File: src/rtl/ram_sp_arb.sv
// Single-port RAM arbiter: N_REQ requesters share one RAM port, and read data is returned to the requester that issued it.
// Build option RAM_SP_ARB_RR_EN selects round-robin arbitration; without it, arbitration is fixed priority (lowest index wins).
module ram_sp_arb #(
    parameter int N_REQ   = 2,
    parameter int D_WIDTH = 32,
    parameter int D_DEPTH = 64,
    parameter int REG_OUT = 1,
    localparam int AW     = $clog2(D_DEPTH),
    localparam int IW     = $clog2(N_REQ)
) (
    input  logic                          clk_i,
    input  logic                          rst_i,
    input  logic [N_REQ-1:0]              req_valid_i,
    output logic [N_REQ-1:0]              req_ready_o,
    input  logic [N_REQ-1:0]              req_wr_i,
    input  logic [N_REQ-1:0][AW-1:0]      req_addr_i,
    input  logic [N_REQ-1:0][D_WIDTH-1:0] req_data_i,
    output logic [N_REQ-1:0]              rsp_valid_o,
    output logic [D_WIDTH-1:0]            rsp_data_o,
    output logic                          ram_wr_en_o,
    output logic                          ram_rd_en_o,
    output logic [AW-1:0]                 ram_addr_o,
    output logic [D_WIDTH-1:0]            ram_wr_data_o,
    input  logic [D_WIDTH-1:0]            ram_rd_data_i
);

    // Handshake: requester n transfers in any cycle where req_valid_i[n] && req_ready_o[n].
    // req_ready_o is a combinational function of req_valid_i. It is one-hot or zero, and it is never 1 for an idle
    // requester. Requesters must not make req_valid_i depend on req_ready_o.
    logic          gnt_hit;
    logic [IW-1:0] gnt_idx;
    logic          gnt_any;
    logic          rd_fire;

`ifdef RAM_SP_ARB_RR_EN
    logic [IW-1:0] last_q;

    // Search the indices above the last grant first, then wrap around to index 0.
    always_comb begin
        gnt_hit = 1'b0;
        gnt_idx = '0;
        for (int i = 0; i < N_REQ; i++) begin
            if (!gnt_hit && req_valid_i[i] && (i > int'(last_q))) begin
                gnt_hit = 1'b1;
                gnt_idx = IW'(i);
            end
        end
        for (int i = 0; i < N_REQ; i++) begin
            if (!gnt_hit && req_valid_i[i] && (i <= int'(last_q))) begin
                gnt_hit = 1'b1;
                gnt_idx = IW'(i);
            end
        end
    end

    always_ff @(posedge clk_i or posedge rst_i) begin
        if (rst_i) begin
            last_q <= IW'(N_REQ - 1);
        end else if (gnt_any) begin
            last_q <= gnt_idx;
        end
    end
`else
    always_comb begin
        gnt_hit = 1'b0;
        gnt_idx = '0;
        for (int i = 0; i < N_REQ; i++) begin
            if (!gnt_hit && req_valid_i[i]) begin
                gnt_hit = 1'b1;
                gnt_idx = IW'(i);
            end
        end
    end
`endif

    assign gnt_any = gnt_hit & ~rst_i;

    always_comb begin
        req_ready_o = '0;
        for (int i = 0; i < N_REQ; i++) begin
            req_ready_o[i] = gnt_any && (gnt_idx == IW'(i));
        end
    end

    assign ram_addr_o    = req_addr_i[gnt_idx];
    assign ram_wr_data_o = req_data_i[gnt_idx];
    assign ram_wr_en_o   = gnt_any & req_wr_i[gnt_idx];
    assign ram_rd_en_o   = gnt_any & ~req_wr_i[gnt_idx];
    assign rd_fire       = ram_rd_en_o;

    generate
        if (REG_OUT == 0) begin : g_comb_rsp
            always_comb begin
                rsp_valid_o = '0;
                for (int i = 0; i < N_REQ; i++) begin
                    rsp_valid_o[i] = rd_fire && (gnt_idx == IW'(i));
                end
            end
        end else begin : g_reg_rsp
            // The {valid, id} stage lines up with the RAM's one-cycle registered read.
            logic          rd_vld_q;
            logic [IW-1:0] rd_id_q;

            always_ff @(posedge clk_i or posedge rst_i) begin
                if (rst_i) begin
                    rd_vld_q <= 1'b0;
                    rd_id_q  <= '0;
                end else begin
                    rd_vld_q <= rd_fire;
                    rd_id_q  <= gnt_idx;
                end
            end

            always_comb begin
                rsp_valid_o = '0;
                for (int i = 0; i < N_REQ; i++) begin
                    rsp_valid_o[i] = rd_vld_q && (rd_id_q == IW'(i));
                end
            end
        end
    endgenerate

    assign rsp_data_o = ram_rd_data_i;

endmodule
File: config.mk
export PLATFORM = sky130hd
export DESIGN_NAME = ram_sp_arb
export DESIGN_NICKNAME = d
export VERILOG_FILES = /design/src/rtl/ram_sp_arb.sv
export SDC_FILE = /design/constraint.sdc
export NUM_CORES = 1
export LEC_CHECK = 0
export ABC_AREA = 1
export BUFFER_PORTS_ARGS = -buffer_cell sky130_fd_sc_hd__buf_2
export CAP_MARGIN = 20
export CORE_AREA = 2 2 73 75
export CTS_BUF_LIST = sky130_fd_sc_hd__clkbuf_2
export CTS_CLUSTER_DIAMETER = 100
export DETAILED_ROUTE_END_ITERATION = 7
export DIE_AREA = 0 0 75 77
export HOLD_SLACK_MARGIN = 0.03
export PLACE_DENSITY = 0.74
export SYNTH_ARGS = -nofsm -noshare
export SYNTH_HDL_FRONTEND = slang
export SYNTH_SLANG_ARGS = --single-unit
File: constraint.sdc
create_clock -name clk_i -period 1.6 [get_ports clk_i]
set_input_delay 0.32 -clock clk_i [delete_from_list [all_inputs] [get_ports clk_i]]
set_output_delay 0.32 -clock clk_i [all_outputs]
set_load 0.01 [all_outputs]
# After elaboration in Yosys (flattened, before gate mapping)
# Cells that the tools add are included.
[classes]
order_cmp = 1
muxes = 9
bitwise = 7
n_reduce_logical = 6
[ops]
columns = ["operator", "count"]
rows = [
  ["$mux 32", 2],
  ["$mux 6", 2],
  ["$logic_and 1x1->1", 5],
  ["$mux 1", 5],
  ["$not 1->1", 4],
  ["$and 1x1->1", 3],
  ["$lt 1x2->1 const B", 1],
  ["$logic_not 1->1", 1],
]
[word_totals]
output_inout_bits = 76
register_bits = 2
wordCells = 25
in_bits = 114

# Logic depth before layout (Yosys ltp)
# Gate-level depths: netlist of run 1.
[depth]
ltp_word = 8
mapped_depth = 6
depth_no_buf = 5

# Least setup slack after synthesis of run 1
# No wires, ideal clock.
[synth_path]
kind = "input-to-output"
from = "in req_valid_i[0]"
to = "out ram_wr_en_o"
t_required_ps = 1280
arrival_time_ps = 883
slack_ps = 397
n_path_buf = 1
cell_stages = 6
cell_sequence = "inv_1 > nand2_4 > buf_6 > nand2_1 > nand2_1 > nor2_1"
[synth_between]
elab_chain_len = 7
elab_cells_between_ends = 9
cone_classes = "mux: 5; bitwise: 2; reduce/logical: 2"
[synth_lines]
columns = ["item", "line_no", "text"]
rows = [
  ["start, declared", "13", "input logic [N_REQ-1:0] req_valid_i,"],
  ["$mux 1 *", "68", "if (!gnt_hit && req_valid_i[i]) begin"],
  ["$logic_not 1->1", "68", ""],
  ["$logic_and 1x1->1", "68", ""],
  ["$mux 1", "68", ""],
  ["$mux 1 (implied by the code) (2 in series)", "87", "assign ram_wr_en_o = gnt_any & req_wr_i[gnt_idx];"],
  ["$and 1x1->1 *", "87", ""],
  ["end, declared", "20", "output logic ram_wr_en_o,"],
]
# Every way passes the cells marked *; elsewhere a longest branch is shown, timed or not. The select of a mux whose other input is x is not followed.

# Final worst setup path of run 1
[layout_path]
from = "in req_valid_i[0]"
to = "out ram_rd_en_o"
[layout_between]
elab_chain_len = 8
elab_cells_between_ends = 10
cone_classes = "mux: 5; bitwise: 3; reduce/logical: 2"
[layout_lines]
columns = ["item", "line_no", "text"]
rows = [
  ["$mux 1 *", "68", ""],
  ["$logic_not 1->1", "68", ""],
  ["$logic_and 1x1->1", "68", ""],
  ["$mux 1", "68", ""],
  ["$mux 1 (implied by the code) (2 in series)", "88", "assign ram_rd_en_o = gnt_any & ~req_wr_i[gnt_idx];"],
  ["$not 1->1", "88", ""],
  ["$and 1x1->1 *", "88", ""],
  ["end, declared", "21", "output logic ram_rd_en_o,"],
]
# Marks and branches as above.

==> results.yml, run 1 <==
run_status:
  outcome: "finished, final reports clean"
logic_synthesis:
  yosys_warnings: 0
  synthTopCellsByArea: "nand2_1, buf_4, buf_6"
  synth_cell_types: 11
  ys_top_cells_by_count: "nand2_1, buf_4, inv_1, buf_6, nor2_1"
  synth_top_area_share_pct: 50.6
  ys.flop_type: "dfrtp_1"
  syn_area_per_cell_sq_um: 4.98
  async_flop_share_pct: 100
  yosysTopAreaCell: "nand2_1"
  netlist_area_sq_um: 882
  syn-num-nets: 291
  synth-seq-cells: 2
  synthCells: 177
  yosysMostFrequentCell: "nand2_1"
  ys_seq_area_share_pct: 5.67
  synth_edf_count: 0
clock_tree:
  ctsHtreeMaxLevel: 1
  cts_buffer_depth: 2
  clk_transition_reported_paths_ns: 0.03
  root_buffer: "clkbuf_2"
  cts_tree: "done"
  numClockSinks: 2
  postCtsSetupBuffers: 0
  cts_buffers: 3
timing:
  setup_ws_ns: 0.143
  report.final.hold_viol_count: 0
  period_share_pct: 91.1
  slew_headroom_pct: 79.9
  setup_viol: 0
  grt_setup_unrepaired: "no"
  worst_pin_slew_ns: 0.299
  fin_tns_setup_ns: 0
  drv_slew: 0
  max_freq_mhz: 686
  min_period_ns: 1.46
floorplanning:
  io-pin-count: 190
  core-area_sq_mm: 0.00498
  design.die.area_sq_mm: 0.00578
  die_x_microns: 75
  fp.dieH_microns: 77
  rows: 26
  start_util_pct: 17.7
drt:
  via_per_inst: 3.84
  drtAntennaViolNets: 0
  wl_mm: 2.93
  firstDrtPassIters: 4
  drc: 0
  num_vias: 1298
  drtIter0Drc: 29
  wire_per_inst_microns: 8.65
pwr:
  combPwrFrac_pct: 72.6
  p_int_uw: 276
  pwr-share-clk_pct: 16.2
  p_sw_uw: 215
  pwr-share-seq_pct: 11.2
  p_leak_uw: 0.000964
  irDropWorstVdd_uv: 135
  power_density_mw_per_mm2: 369
  switching_share_pct: 43.7
grt:
  grt_pass1_wl_mm: 4.43
  grt_max_degree: 41
  grt_pass1_vias: 1098
  gr-usage-all-layers_pct: 9.33
  antenna_found_initial: 0
  grt_overflow: 0
run:
  drv_cap: 0
setup_path:
  critPathRequiredTime_ns: 1.28
  arrival_ns: 1.14
  slowest_stage: "buf_4"
  cp_top_family: "buffers and inverters"
  crit_fanout: 12
  worstSetupPathType: "input pin to output port"
  path_buf_inv: 4
  worstSetupEndpointType: "output port"
  critPathLaunchType: "input pin"
  slowest_delay_ns: 0.18
  path_cells: "buf_2, inv_2, nand2_4, buf_4, nand2_1, nand2_1, nor2_1, buf_2"
layout:
  nets: 384
  drive_above_1_share_pct: 49.6
  area_delta_synth_final_pct: 51.1
  n_antenna_cell: 0
place:
  gp_congestion: 0.740
  preCtsSetupSlack_ns: 0.0473
  hpwl_mm: 2.38
  portBuffers: 125
min_path:
  hold_path_class: "input pin to flop"
layout make-up:
type,instances,area [sq um]
Sequential cell,2,50.0
Inverter,7,33.8
Timing Repair Buffer,128,654
Clock buffer,3,15.0
Fill cell,575,3640
Multi-Input combinational cell,128,492
Tap cell,70,87.6
per-stage QoR:
| stage | cells | hold WS, ns | cell area [sq um] | total power (uW) | utilization [%] |
|---|---|---|---|---|---|
| final | 338 | 0.401 | 1330 | 491 | 26.8 |
| after global routing | 338 | 0.410 | 1330 | 542 | 26.8 |
| after CTS | 338 | 0.391 | 1320 | 497 | 26.6 |
| after detailed placement | 334 | 0.196 | 1300 | 410 | 26.1 |
| after global placement | 334 | 0.193 | 1300 | 403 | 26.1 |
| after floorplan | 177 | 0.0670 | 882 | 311 | - |
sequential cells by signal, indices dropped and copies added, names as in the netlist:
register	flops
g_reg_rsp.rd_id_q	1
g_reg_rsp.rd_vld_q	1
power by group through the flow:
stage | registers, uW | logic (uW) | clock network, uW
3_5_place_dp | 55.7 | 354 | 0
2_1_floorplan | 55.5 | 255 | 0
3_3_place_gp | 55.7 | 348 | 0
4_1_cts | 55.2 | 357 | 84.4
6_report | 55.2 | 356 | 79.6
5_1_grt | 55.4 | 402 | 84.5
per-layer routing:
metal	up-vias	routed length, microns	GRT usage [%]
li1	670	-	-
met1	536	1050	8.54
met2	78	1480	18.1
met3	14	309	2.23
met4	0	85	4.64
met5	-	0	0
path summary, 6_finish.rpt:
path	slack, ns	cells after the start	to	startpoint
min in group asynchronous	0.55	3	g_reg_rsp.rd_id_q	rst_i
max in group asynchronous	0.93	3	g_reg_rsp.rd_vld_q	rst_i
setup / recovery	0.14	8	ram_rd_en_o	req_valid_i[0]
hold / removal	0.40	4	g_reg_rsp.rd_vld_q	req_wr_i[0]
layout by cell type (no fill, tap or decap):
cell	instances
inv_2	1
buf_6	1
nand3_1	2
dfrtp_1	2
inv_8	1
dlygate4sd3_1	1
buf_2	125
clkbuf_2	3
nor2_1	5
nand2_1	119
nand2_4	1
inv_1	5
buf_4	1
o21ai_0	1
logic make-up (layout without fill, tap and decap cells):
family / after synthesis / after routing / synth area share (%)
DFF: 2 / 2 / 5.67
buffers and inverters: 47 / 138 / 38.6
AOI/OAI and AO/OA: 1 / 1 / 0.567
and+or+nand+nor: 127 / 127 / 55.2
what timing repair did:
| action | 4_1_cts | 5_1_grt |
|---|---|---|
| gates resized for setup | 0 | 4 |
| endpoints found under the hold margin | 2 | 0 |
| hold buffers | 1 | 0 |
| setup endpoints to repair | 0 | 38 |
Power figures use the tool's default switching activity.
==> run 2: changes to the inputs <==
--- a/config.mk
+++ b/config.mk
@@ -9,11 +9,11 @@
 export BUFFER_PORTS_ARGS = -buffer_cell sky130_fd_sc_hd__buf_2
 export CAP_MARGIN = 20
-export CORE_AREA = 2 2 73 75
+export CORE_AREA = 2 2 74 76
 export CTS_BUF_LIST = sky130_fd_sc_hd__clkbuf_2
 export CTS_CLUSTER_DIAMETER = 100
 export DETAILED_ROUTE_END_ITERATION = 7
-export DIE_AREA = 0 0 75 77
+export DIE_AREA = 0 0 76 78
 export HOLD_SLACK_MARGIN = 0.03
-export PLACE_DENSITY = 0.74
+export PLACE_DENSITY = 0.73
 export SYNTH_ARGS = -nofsm -noshare
 export SYNTH_HDL_FRONTEND = slang
==> constraint.sdc (replaced) <==
create_clock -name clk_i -period 1.4 [get_ports clk_i]
set_input_delay 0.28 -clock clk_i [delete_from_list [all_inputs] [get_ports clk_i]]
set_output_delay 0.28 -clock clk_i [all_outputs]
set_load 0.05 [all_outputs]
==> run 2 against run 1 <==
Effect of this change: sequential share of layout area fell by 1.1 points; critical path type unchanged; critical endpoint is now ram_wr_data_o[27]; first-iteration DRC count is 17% lower; largest power group unchanged; cell count up 2.4%.
==> results.yml, run 2 (synthesis results as in run 1) <==
run_status:
  outcome: "finished, final reports clean"
grt:
  grt_max_degree: 30
  gr-usage-all-layers_pct: 11.6
  antenna_found_initial: 0
  grt_use_met3_pct: 3.72
  use_met2_pct: 25.2
  top_usage_layer: "met2"
  grtUsageMet1_pct: 10.3
  grt_pass1_wl_mm: 5.75
  grt_overflow: 0
  grt_pass1_vias: 1324
drt:
  firstDrtPassIters: 4
  drtAntennaViolNets: 0
  drtIter0Drc: 24
  drc: 0
  via_per_inst: 4.03
  num_vias: 1394
  wl_mm: 4.00
  wire_per_inst_microns: 11.6
pwr:
  irDropWorstVdd_uv: 301
  p_leak_uw: 0.00117
  p_sw_uw: 614
  switching_share_pct: 55.3
  pwr-share-seq_pct: 5.7
  combPwrFrac_pct: 86.3
  p_int_uw: 496
  pwr-share-clk_pct: 8.0
  power_density_mw_per_mm2: 591
setup_path:
  critPathLaunchType: "input pin"
  arrival_ns: 1.08
  worstSetupPathType: "input pin to output port"
  critPathRequiredTime_ns: 1.12
  slowest_stage: "clkbuf_16"
  worstSetupEndpointType: "output port"
  path_cells: "buf_6, inv_4, nand2_8, clkinv_8, clkbuf_16, nand2_2, nand2_2, buf_6"
  crit_fanout: 7
  slowest_delay_ns: 0.18
timing:
  max_freq_mhz: 736
  report.final.hold_viol_count: 0
  period_share_pct: 97.0
  grt_setup_unrepaired: "no"
  worst_pin_slew_ns: 0.268
  drv_slew: 0
  fin_tns_setup_ns: 0
  setup_ws_ns: 0.0415
  setup_viol: 0
  slew_headroom_pct: 82.1
  min_period_ns: 1.36
layout:
  top_regs: "g_reg_rsp.rd_id_q: 1 flops, g_reg_rsp.rd_vld_q: 1 flops"
  fillCellCount: 521
  final_util_pct: 37.2
  fin_cells: 346
  n_antenna_cell: 0
  area_delta_synth_final_pct: 113
  layout_common_cells: "nand2_1, buf_2, buf_6, nand2_2, buf_4"
  final_common_cell: "nand2_1"
  drive_above_1_share_pct: 60.5
  nets: 392
floorplanning:
  fp.dieH_microns: 78
  core-area_sq_mm: 0.00504
  io-pin-count: 190
  rows: 26
  design.die.area_sq_mm: 0.00593
  start_util_pct: 17.5
  die_x_microns: 76
place:
  dp_cells: 338
  gp_congestion: 0.775
  portBuffers: 125
  preCtsSetupSlack_ns: -0.103
  hpwl_mm: 2.58
clock_tree:
  root_buffer: "clkbuf_2"
  cts_tree: "done"
  cts_buffers: 3
  cts_hold_buf: 0
  ctsHtreeMaxLevel: 1
  cts_buffer_depth: 2
  numClockSinks: 2
  clk_transition_reported_paths_ns: 0.03
min_path:
  hold_path_class: "input pin to asynchronous set/reset pin"
run:
  drv_cap: 0
-- run 2: cell types whose count changed in the layout (fill, tap and decap cells not counted), sizes merged --
cell / delta
buf: +6
clkbuf: +3
clkinv: +1
dlygate4sd3: -1
inv: -1
-- run 2: critical path: cells and delay by family --
| kind | cells | cell delay [ns] |
|---|---|---|
| buffers and inverters | 5 | 0.60 |
| and+or+nand+nor | 3 | 0.20 |
-- run 2: per-stage QoR --
stage | power [uW] | cell area, sq um | hold WS (ns)
2_1_floorplan | 814 | 892 | 0.0270
3_3_place_gp | 787 | 1360 | 0.257
3_5_place_dp | 793 | 1360 | 0.261
4_1_cts | 1010 | 1600 | 0.0603
5_1_grt | 1170 | 1880 | 0.128
6_report | 1110 | 1880 | 0.0890
-- run 2: how the worst max path moves through the flow --
stage	startpoint	end	slack (ns)	cells after the start
6_report	req_valid_i[0]	ram_wr_data_o[27]	0.04	8
4_1_cts	req_valid_i[0]	ram_wr_data_o[4]	0.01	8
3_5_place_dp	req_valid_i[0]	ram_wr_data_o[12]	-0.10	8
3_3_place_gp	req_valid_i[0]	ram_wr_data_o[6]	-0.07	8
5_1_grt	req_valid_i[0]	ram_rd_en_o	0.005	8
2_1_floorplan	req_valid_i[0]	ram_wr_en_o	0.01	6
-- run 2: layer usage --
metal	wire length, microns	share of wire [%]
met1	1310	33
met2	2240	56
met3	439	11
met4	12	0.30
met5	0	0
-- run 2: repair_timing --
action | 4_1_cts | 5_1_grt
endpoints found under the setup margin | 41 | 40
resized for setup | 67 | 57
buffers inserted | 0 | 1
pin swaps | 0 | 13
cloned | 1 | 3
-- run 2: cell type report --
| class | instances | area [sq um] | area share (%) |
|---|---|---|---|
| well taps | 70 | 87.6 | 4.66 |
| flip-flops and latches | 2 | 50.0 | 2.66 |
| clock buffers | 3 | 15.0 | 0.799 |
| multi-input cells | 128 | 594 | 31.6 |
| repair buffers | 136 | 1090 | 58.0 |
| inverters | 7 | 41.3 | 2.20 |
-- run 2: power by group through the flow --
stage	sequential, uW	clock [uW]	combinational, uW
global placement	63.6	0	723
floorplan	63.5	0	750
global route	63.4	93.8	1010
CTS	63.2	93.8	849
detailed placement	63.8	0	729
finish	63.1	88.9	958
==> run 3: changes to the inputs <==
--- a/config.mk
+++ b/config.mk
@@ -8,5 +8,5 @@
 export ABC_AREA = 1
 export BUFFER_PORTS_ARGS = -buffer_cell sky130_fd_sc_hd__buf_2
-export CAP_MARGIN = 20
+export CAP_MARGIN = 15
 export CORE_AREA = 2 2 74 76
 export CTS_BUF_LIST = sky130_fd_sc_hd__clkbuf_2
==> constraint.sdc (replaced) <==
create_clock -name clk_i -period 1.4 [get_ports clk_i]
set_input_delay 0.28 -clock clk_i [delete_from_list [all_inputs] [get_ports clk_i]]
set_output_delay 0.28 -clock clk_i [all_outputs]
set_load 0.005 [all_outputs]
==> run 3 against run 2 <==
Effect of this change: cell count decreased by 1.2%; critical path type unchanged; first-iteration DRC count rose by 71%; largest cell class unchanged; routed wire length fell by 23%; cell area is 26% lower; global-route usage down 1.9 points; critical endpoint is now ram_wr_en_o; power fell by 51%; non-clock buffer count fell by 4; critical path depth is the same; worst hold slack gained 0.29 ns; sequential share of layout area is 0.93 points higher; sequential cell count is the same; worst setup slack gained 0.070 ns.
==> results.yml, run 3 (synthesis results as in run 1) <==
drt:
  firstDrtPassIters: 4
  drc: 0
  wire_per_inst_microns: 8.99
  drtIter0Drc: 41
  via_per_inst: 3.82
  num_vias: 1308
  drtAntennaViolNets: 0
  wl_mm: 3.07
floorplanning:
  core-area_sq_mm: 0.00504
  rows: 26
  io-pin-count: 190
  die_x_microns: 76
  start_util_pct: 17.5
  design.die.area_sq_mm: 0.00593
  fp.dieH_microns: 78
layout:
  top_regs: "g_reg_rsp.rd_id_q: 1 flops, g_reg_rsp.rd_vld_q: 1 flops"
  final_common_cell: "buf_2"
  postLayoutCellArea_sq_mm: 0.00139
  drive_above_1_share_pct: 50.4
  area_delta_synth_final_pct: 57.7
  layout_common_cells: "buf_2, nand2_1, nor2_1, inv_1"
  n_antenna_cell: 0
  nets: 388
timing:
  max_freq_mhz: 776
  slew_headroom_pct: 89.0
  fin_tns_setup_ns: 0
  min_period_ns: 1.29
  grt_setup_unrepaired: "no"
  worst_pin_slew_ns: 0.164
  drv_slew: 0
  setup_viol: 0
  period_share_pct: 92.1
  report.final.hold_viol_count: 0
pwr:
  p_leak_uw: 0.000993
  power_density_mw_per_mm2: 391
  irDropWorstVdd_uv: 99.2
clock_tree:
  ctsHtreeMaxLevel: 1
  cts_buffers: 3
  numClockSinks: 2
  cts_tree: "done"
  root_buffer: "clkbuf_2"
  clk_transition_reported_paths_ns: 0.03
  postCtsSetupBuffers: 0
  cts_buffer_depth: 2
min_path:
  hold_path_class: "input pin to flop"
grt:
  antenna_found_initial: 0
  grt_pass1_wl_mm: 4.86
  grt_pass1_vias: 1161
  grt_overflow: 0
  grt_max_degree: 31
  gr-usage-all-layers_pct: 9.67
place:
  postPlaceCellArea_sq_mm: 0.00137
  portBuffers: 125
  gp_congestion: 0.694
  hpwl_mm: 2.63
setup_path:
  worstSetupEndpointType: "output port"
  worstSetupPathType: "input pin to output port"
  critPathRequiredTime_ns: 1.12
  critPathLaunchType: "input pin"
  arrival_ns: 1.01
  crit_fanout: 10
run_status:
  outcome: "finished, final reports clean"
run:
  drv_cap: 0
==> run 3: cell types whose count changed in the layout (fill, tap and decap cells not counted), moves of 6 or more <==
cell and delta:
buf_4 -6, buf_8 -8, nand2_1 +20, buf_6 -31, buf_2 +43, nand2_2 -15
==> run 3: worst max-delay path: stages <==
cell and delay [ns]:
buf_2 0.11, inv_2 0.07, nand2_4 0.08, buf_4 0.17
nand2_1 0.06, nand2_1 0.04, nor2_1 0.08, buf_2 0.12
==> run 3: layout make-up <==
| type | instances | area [sq um] |
|---|---|---|
| Inverter | 7 | 28.8 |
| Clock buffer | 3 | 15.0 |
| Fill cell | 573 | 3650 |
| Tap cell | 70 | 87.6 |
| Timing Repair Buffer | 132 | 718 |
| Sequential cell | 2 | 50.0 |
| Multi-Input combinational cell | 128 | 492 |
==> run 3: per-stage QoR <==
stage	setup WS [ns]	instances	power, uW	hold slack (ns)	utilization, %
finish	0.111	342	543	0.384	27.6
global route	0.0206	342	606	0.381	27.6
CTS	0.0497	342	555	0.365	27.6
detailed placement	0.0514	338	451	0.250	27.1
global placement	0.0734	338	445	0.249	27.1
floorplan	0.338	177	297	0.0270	-
==> run 3: timing repair <==
item,4_1_cts,5_1_grt
setup endpoints to repair,0,5
hold endpoints to repair,1,0
hold buffers,1,0
gates resized for setup,0,1
==> run 3: final timing paths <==
path                                start                  to  slack [ns]  depth (start not counted)
setup / recovery           req_valid_i[0]         ram_wr_en_o        0.11                          8
hold / removal                req_wr_i[0]  g_reg_rsp.rd_vld_q        0.38                          4
min in group asynchronous           rst_i   g_reg_rsp.rd_id_q        0.56                          4
max in group asynchronous           rst_i  g_reg_rsp.rd_vld_q        0.75                          4
==> run 3: layer usage <==
layer / part of all wire (%) / track usage (%) / vias up / wire length (microns)
met3: 12 / 2.56 / 12 / 356
li1: - / - / 677 / -
met2: 52 / 19.3 / 87 / 1590
met5: 0 / 0 / - / 0
met4: 3.4 / 5.64 / 0 / 103
met1: 33 / 8.70 / 532 / 1020
==> run 3: where the power goes <==
part	leakage, uW	switching (uW)	total [uW]	internal (uW)
combinational	0.000955	173	386	213
sequential	0.0000260	1.46	63.0	61.6
clock	0.0000125	36.9	94.2	57.2
total	0.000993	212	543	332
